===== src/rtl/serial_adder_pkg.sv =====
// Shared definitions for the bit-serial adder: FSM encoding and default width.
package serial_adder_pkg;

   // Operand/result width used when the parent does not override it.
   localparam int DEFAULT_WIDTH = 8;

   // Control FSM encoding.
   typedef enum logic [1:0] {
      ST_IDLE = 2'd0,
      ST_ADD  = 2'd1,
      ST_DONE = 2'd2
   } state_t;

endpackage : serial_adder_pkg


===== src/rtl/serial_adder_full_adder.sv =====
// Existing one-bit full adder shared across the codebase.
module full_adder (
   input  logic a,
   input  logic b,
   input  logic cin,
   output logic sum,
   output logic cout
);

   assign sum  = a ^ b ^ cin;
   assign cout = (a & b) | (cin & (a ^ b));

endmodule : full_adder


===== src/rtl/serial_adder.sv =====
// Bit-serial adder: processes one operand bit pair per clock, LSB first, through
// a single full_adder with a registered carry loop-back. Result and carry are
// updated only on the edge that finishes the last bit and then held.
module serial_adder
   import serial_adder_pkg::*;
#(
   parameter int WIDTH = DEFAULT_WIDTH
) (
   input  logic             clk,
   input  logic             rst_n,
   input  logic             din_start,
   input  logic [WIDTH-1:0] din_A,
   input  logic [WIDTH-1:0] din_B,
   input  logic             din_cin,
   output logic             dout_busy,
   output logic             dout_done,
   output logic [WIDTH-1:0] dout_sum,
   output logic             dout_carry
);

   localparam int             CW       = $clog2(WIDTH);
   localparam logic [CW-1:0]  LAST_CNT = CW'(WIDTH - 1);

   state_t           state_r;
   state_t           state_nxt_s;
   logic [WIDTH-1:0] sh_a_r;
   logic [WIDTH-1:0] sh_b_r;
   logic [WIDTH-1:0] psum_r;
   logic [CW-1:0]    cnt_r;
   logic             carry_r;
   logic             busy_r;
   logic             done_r;
   logic [WIDTH-1:0] sum_r;
   logic             cout_r;
   logic             fa_sum_s;
   logic             fa_cout_s;
   logic             last_bit_s;

   // One full adder, fed from the shift-register LSBs and the looped-back carry.
   full_adder u_fa (
      .a    (sh_a_r[0]),
      .b    (sh_b_r[0]),
      .cin  (carry_r),
      .sum  (fa_sum_s),
      .cout (fa_cout_s)
   );

   assign last_bit_s = (cnt_r == LAST_CNT);

   // Next-state logic: a start is only honoured in IDLE; DONE always lasts one cycle.
   always_comb begin
      state_nxt_s = state_r;
      case (state_r)
         ST_IDLE: begin
            if (din_start) begin
               state_nxt_s = ST_ADD;
            end else begin
               state_nxt_s = ST_IDLE;
            end
         end
         ST_ADD: begin
            if (last_bit_s) begin
               state_nxt_s = ST_DONE;
            end else begin
               state_nxt_s = ST_ADD;
            end
         end
         ST_DONE: state_nxt_s = ST_IDLE;
         default: state_nxt_s = ST_IDLE;
      endcase
   end

   // State register plus status flags registered from the next state.
   always_ff @(posedge clk) begin
      if (!rst_n) begin
         state_r <= ST_IDLE;
         busy_r  <= 1'b0;
         done_r  <= 1'b0;
      end else begin
         state_r <= state_nxt_s;
         busy_r  <= (state_nxt_s == ST_ADD);
         done_r  <= (state_nxt_s == ST_DONE);
      end
   end

   // Operand capture, bit-serial shifting, carry loop-back and result load.
   always_ff @(posedge clk) begin
      if (!rst_n) begin
         sh_a_r  <= '0;
         sh_b_r  <= '0;
         psum_r  <= '0;
         cnt_r   <= '0;
         carry_r <= 1'b0;
         sum_r   <= '0;
         cout_r  <= 1'b0;
      end else begin
         case (state_r)
            ST_IDLE: begin
               if (din_start) begin
                  sh_a_r  <= din_A;
                  sh_b_r  <= din_B;
                  carry_r <= din_cin;
                  psum_r  <= '0;
                  cnt_r   <= '0;
               end
            end
            ST_ADD: begin
               sh_a_r  <= {1'b0, sh_a_r[WIDTH-1:1]};
               sh_b_r  <= {1'b0, sh_b_r[WIDTH-1:1]};
               psum_r  <= {fa_sum_s, psum_r[WIDTH-1:1]};
               carry_r <= fa_cout_s;
               if (last_bit_s) begin
                  // Counter parks at its last value instead of wrapping.
                  sum_r  <= {fa_sum_s, psum_r[WIDTH-1:1]};
                  cout_r <= fa_cout_s;
               end else begin
                  cnt_r <= cnt_r + {{(CW-1){1'b0}}, 1'b1};
               end
            end
            default: begin
               sh_a_r <= sh_a_r;
            end
         endcase
      end
   end

   assign dout_busy  = busy_r;
   assign dout_done  = done_r;
   assign dout_sum   = sum_r;
   assign dout_carry = cout_r;

endmodule : serial_adder


===== config.mk =====
export PLATFORM = sky130hd
export DESIGN_NAME = serial_adder
export DESIGN_NICKNAME = d
export VERILOG_FILES = /design/src/rtl/serial_adder_pkg.sv /design/src/rtl/serial_adder_full_adder.sv /design/src/rtl/serial_adder.sv
export SDC_FILE = /design/constraint.sdc
export NUM_CORES = 1
export LEC_CHECK = 0
export ABC_CLOCK_PERIOD_IN_PS = 1900
export BUFFER_PORTS_ARGS = -buffer_cell sky130_fd_sc_hd__clkbuf_2
export CORE_AREA = 2 2 59 61
export CTS_BUF_LIST = sky130_fd_sc_hd__clkbuf_8 sky130_fd_sc_hd__clkbuf_16
export CTS_CLUSTER_DIAMETER = 50
export DETAILED_ROUTE_END_ITERATION = 10
export DIE_AREA = 0 0 61 63
export PLACE_DENSITY = 0.74
export SYNTH_ARGS = -nofsm -noshare
export SYNTH_HDL_FRONTEND = slang
export SYNTH_SLANG_ARGS = --single-unit

===== constraint.sdc =====
create_clock -name clk -period 1.9 [get_ports clk]
set_clock_uncertainty 0.2 [all_clocks]
set_input_delay 0.19 -clock clk [delete_from_list [all_inputs] [get_ports clk]]
set_output_delay 0.19 -clock clk [all_outputs]
set_load 0.01 [all_outputs]

# After elaboration in Yosys (flattened, before gate mapping)
# Index checks and enable logic that the tools add are counted.
# word_totals
register_bits	41
wordCells	41
# op_classes
addsub	1
n_eq_ne	6
mux	14
n_bitwise	5
n_reduce_logical	5
# ops
cell	n
case mux 8 bit (2 select lines)	3
two-way mux 8 bit	3
two-way mux 3 bit	2
case mux 3 bit (2 select lines)	1
equality test 2 x 1 -> 1 bit (second input constant)	2
inequality test 2 bit (second input constant)	2
case mux 2 bit (2 select lines)	1
AND reduction 2 bit	2
adder 3 x 1 -> 3 bit (second input constant)	1
equality test 3 bit (second input constant)	1
AND reduction 3 bit	1
AND 1 bit	2
equality test 2 bit (second input constant)	1
logical NOT 2 bit	1
two-way mux 1 bit	2
two-way mux 2 bit	1
case mux 1 bit (2 select lines)	1
nonzero test 2 bit	1
XOR 1 bit	2
bitwise OR 1 bit	1

# Depth between registers and ports, before layout
# depth
word_depth	4
mapped_depth	6
mapped_depth_nobuf	5

# By module
# Synthesis repeated with hierarchy kept, for this count alone.
# hier_totals
cells_unflattened	181
hier_area_um2	1684.1
# modules_own_cells
mod	instances	cells_per_inst	area_each_um2
serial_adder	1	180	1664.1
full_adder	1	1	20.0

# Least setup slack after synthesis
# OpenSTA, ideal clock, no wires.
# synth_timing
path_kind	reg-to-reg
startpoint	register cnt_r[0]
endpoint	register cout_r (netlist: dout_carry)
setup_ns	0.128
arrival_time_ns	1.186
t_required_ns	1.572
setup_slack_ns	0.386
stages_incl_launch_ff	7
synth_period_minus_slack_ns	1.514
path_cell_list	dfxtp_1 > ha_1 > ha_1 > nand3b_4 > buf_8 > mux2i_1 > nor2_1
# synth_via
elab_chain_cells	2
# synth_lines
item	line	rtl
from (decl)	serial_adder.sv:29	logic [CW-1:0] cnt_r;
from (signal assigned)	serial_adder.sv:117	cnt_r <= cnt_r + {{(CW-1){1'b0}}, 1'b1};
equality test 3 bit	serial_adder.sv:48	assign last_bit_s = (cnt_r == LAST_CNT);
AND reduction 2 bit (no line)	-	
to (signal assigned)	serial_adder.sv:115	cout_r <= fa_cout_s;
to (decl)	serial_adder.sv:34	logic cout_r;
# No other way between the ends.
# A chain may end at the register's enable or synchronous reset.

# Worst setup path after layout
# layout_timing
startpoint	register state_r[0]
endpoint	register sh_b_r[0]
# layout_via
elab_chain_cells	3
elab_cells_between_ends	6
classes_between	eq/ne (2); mux (1); reduce/logical (3)
# layout_lines
item	line	rtl
from (decl)	serial_adder.sv:24	state_t state_r;
from (signal assigned)	serial_adder.sv:80	state_r <= state_nxt_s;
equality test 2 x 1 -> 1 bit / logical NOT 2 bit (equally long branches)	serial_adder.sv:97	case (state_r)
nonzero test 2 bit (no line) / inequality test 2 bit (equally long branches)	-	
AND reduction 2 bit (no line)	-	
to (signal assigned)	serial_adder.sv:101	sh_b_r <= din_B;
to (signal assigned)	serial_adder.sv:109	sh_b_r <= {1'b0, sh_b_r[WIDTH-1:1]};
to (decl)	serial_adder.sv:27	logic [WIDTH-1:0] sh_b_r;
# Parallel ways exist; a longest one is shown, timed or not.

==> results by group <==
Status
  • Outcome: finished, final reports clean

Hold path
  • Worst Hold Depth: 3
  • HP Class: input pin to flop
  • Hold Crit Start: din_B[4]
  • Hold EP: sh_b_r[4]

Detailed routing
  • Vias: 1335
  • Mean number of vias per cell: 5.43
  • M1 wire length: 1460 um
  • Top layer in use: met4
  • Total length of routed met2 wires: 1550 um
  • WL final: 3230 um
  • Met3 wire length: 165 um
  • Initial drt markers: 67
  • Drt first pass iters: 4
  • Post-DR wirelength/cell: 13.1 um
  • Drc violations: 0
  • Post-route antenna net violation count: 0

Floorplanning
  • Starting Density: 0.503
  • DIE AREA: 3840 um^2
  • Die Wd: 61 um
  • Core Rows: 21
  • I/O Pins: 31
  • Core region area: 3230 um^2
  • Die Ht: 63 um

Pwr
  • VDD IR max: 536 uV
  • Leak: 0.855 nW
  • Pwr dens: 915 nW/um^2

Global routing
  • First-pass GRT wire length: 5400 um
  • Overall routing resource usage: 0.188
  • Gr ovfl total: 0
  • Largest net degree at the start of global routing: 19
  • Vias in the first global route: 1238
  • Initial antenna violation count: 0

Placed design
  • Buffers on Ports: 30
  • DP Area: 1760 um^2
  • GP Congestion: 0.816
  • Post-DP HPWL: 2170 um

Timing
  • Setup_tns: 0 ns
  • Worst slew margin: 0.673
  • Unrepaired setup endpoints after global routing: false
  • Final setup viols: 0
  • Part of the cycle the worst path needs: 0.860
  • Max-slew violations: 0
  • FMAX: 612 MHz
  • Tmin final: 1.63 ns
  • Endpoints failing hold: 0
  • Slew @ Worst Pin: 0.490 ns

Synthesis
  • Syn. warnings: 0
  • Share of the yosys chip area belonging to registers: 0.492
  • Mean Syn Cell Area: 9.57 um^2
  • Mapped Cells: 170
  • Syn nets: 193
  • Synth async-reset ratio: 0
  • Post-synth top flop: dfxtp_1
  • Count of state elements after synthesis: 40
  • Synth unique cells: 29
  • Mapped Area: 1630 um^2
  • Number of synthesized flops with an enable pin: 0

Worst setup path
  • Worst Setup End Kind: flop
  • R2r endpoint: sh_b_r[0]
  • Reg-to-Reg Start: state_r[0]
  • Reg2reg setup slack: 0.27 ns
  • Critical Path RT: 1.86 ns
  • Critical path fanouts, max: 15
  • Worst R2R Path Depth: 3
  • CP Class: flop to flop
  • Worst Setup Start Kind: flop
  • Arr. time, crit path: 1.59 ns

Layout
  • Area grow syn2layout: 16.3%
  • Final-layout fill cell count: 293
  • Final instance area: 1890 um^2
  • Most common cell after layout, fill and taps aside: dfxtp_1
  • ANT cells: 0
  • Layout net count: 222
  • Layout cells sized above 1: 0.215
  • Most frequent cells in the layout: dfxtp_1 (40), nor2_1 (30), clkbuf_2 (30), a21oi_1 (17), o21ai_0 (14)

Clocking
  • PostCTS Resize Cnt: 0
  • CTS Buf Count: 5
  • CTS tree: built
  • Clock-pin slew on the worst setup and hold paths: 0.07 ns
  • Worst-Skew Late Latency: 0.29 ns
  • H-tree lvl count: 2
  • Clock sinks: 40
  • Clk buf depth: 2
  • Root buffer cell: clkbuf_8

Flow run
  • Max Cap Viol: 0
## Yosys cell counts (2+ instances only)
cell type,count,area share
dfxtp_1,40,0.49
nor2_1,30,0.069
a21oi_1,17,0.052
o21ai_0,14,0.043
a22oi_1,9,0.042
mux2i_1,9,0.055
o2bb2ai_1,8,0.043
o22ai_1,7,0.027
nand2_1,5,0.012
clkbuf_1,4,0.0092
buf_4,3,0.014
a32oi_1,2,0.011
buf_2,2,0.0062
buf_6,2,0.014
ha_1,2,0.015
inv_1,2,0.0046
nor3_1,2,0.0062
## metrics by stage
step	hold slack [ns]	instances	setup WS, ns	util	power, W
after floorplan	0.128	170	0.386	-	0.00103
after global placement	0.247	236	0.340	0.546	0.00107
after detailed placement	0.257	236	0.299	0.546	0.00108
after CTS	0.00185	246	0.284	0.585	0.00174
after global routing	0.0221	246	0.177	0.585	0.00181
final	0.00476	246	0.267	0.585	0.00173
## registers in the layout, indices dropped and copies added, names as in the netlist
register    count
dout_carry      1
dout_busy       1
psum_r          7
state_r         2
cnt_r           3
sh_b_r          8
dout_sum        8
sh_a_r          8
carry_r         1
dout_done       1
## report_power, final
part / switching (W) / internal, W
registers: 0.0000272 / 0.000877
clock network: 0.000284 / 0.000384
logic: 0.0000886 / 0.0000704
total: 0.000400 / 0.00133
## how the worst max path moves through the flow
stage,startpoint,end,slack (ns),cells after the start
after floorplan,cnt_r[0],dout_carry,0.39,6
after global placement,cnt_r[0],dout_sum[7],0.34,5
after detailed placement,cnt_r[0],dout_sum[1],0.30,5
after CTS,cnt_r[0],dout_sum[1],0.28,5
after global routing,state_r[0],sh_b_r[4],0.18,3
final,state_r[0],sh_b_r[0],0.27,3
## per-layer routing
layer  up-vias  global-route usage
met1       635               0.230
met3         7              0.0683
met2        28               0.302
li1        665                   -
met4         0              0.0571
met5         -                   0
## cell families after synthesis
kind of cell	Yosys count	share of synthesized area
AND/OR/NAND/NOR	42	0.119
buffers and inverters	15	0.0592
adder cells (fa/ha/maj)	3	0.0277
flip-flops	40	0.492
AO/OA/AOI/OAI	61	0.246
multiplexers	9	0.0554
## what timing repair did
action	4_1_cts	5_1_grt
endpoints found under the hold margin	2	0
hold buffers	2	0
setup buffers	0	0
## worst max-delay path, cell delays in order, from the launching register on
cell and delay [ns]:
dfxtp_1 0.58, inv_1 0.35, o22ai_1 0.27, a21oi_1 0.09
## final cells by class
type	instances	area (um^2)	area share
clock buffer	5	68.8	0.0364
clock inverter	3	38.8	0.0205
inverter	3	11.3	0.00595
multi-input combinational	115	729	0.386
sequential	40	801	0.423
tap	46	57.6	0.0304
timing repair buffer	34	185	0.0979
Note: power is estimated with default switching activity, not from simulation.
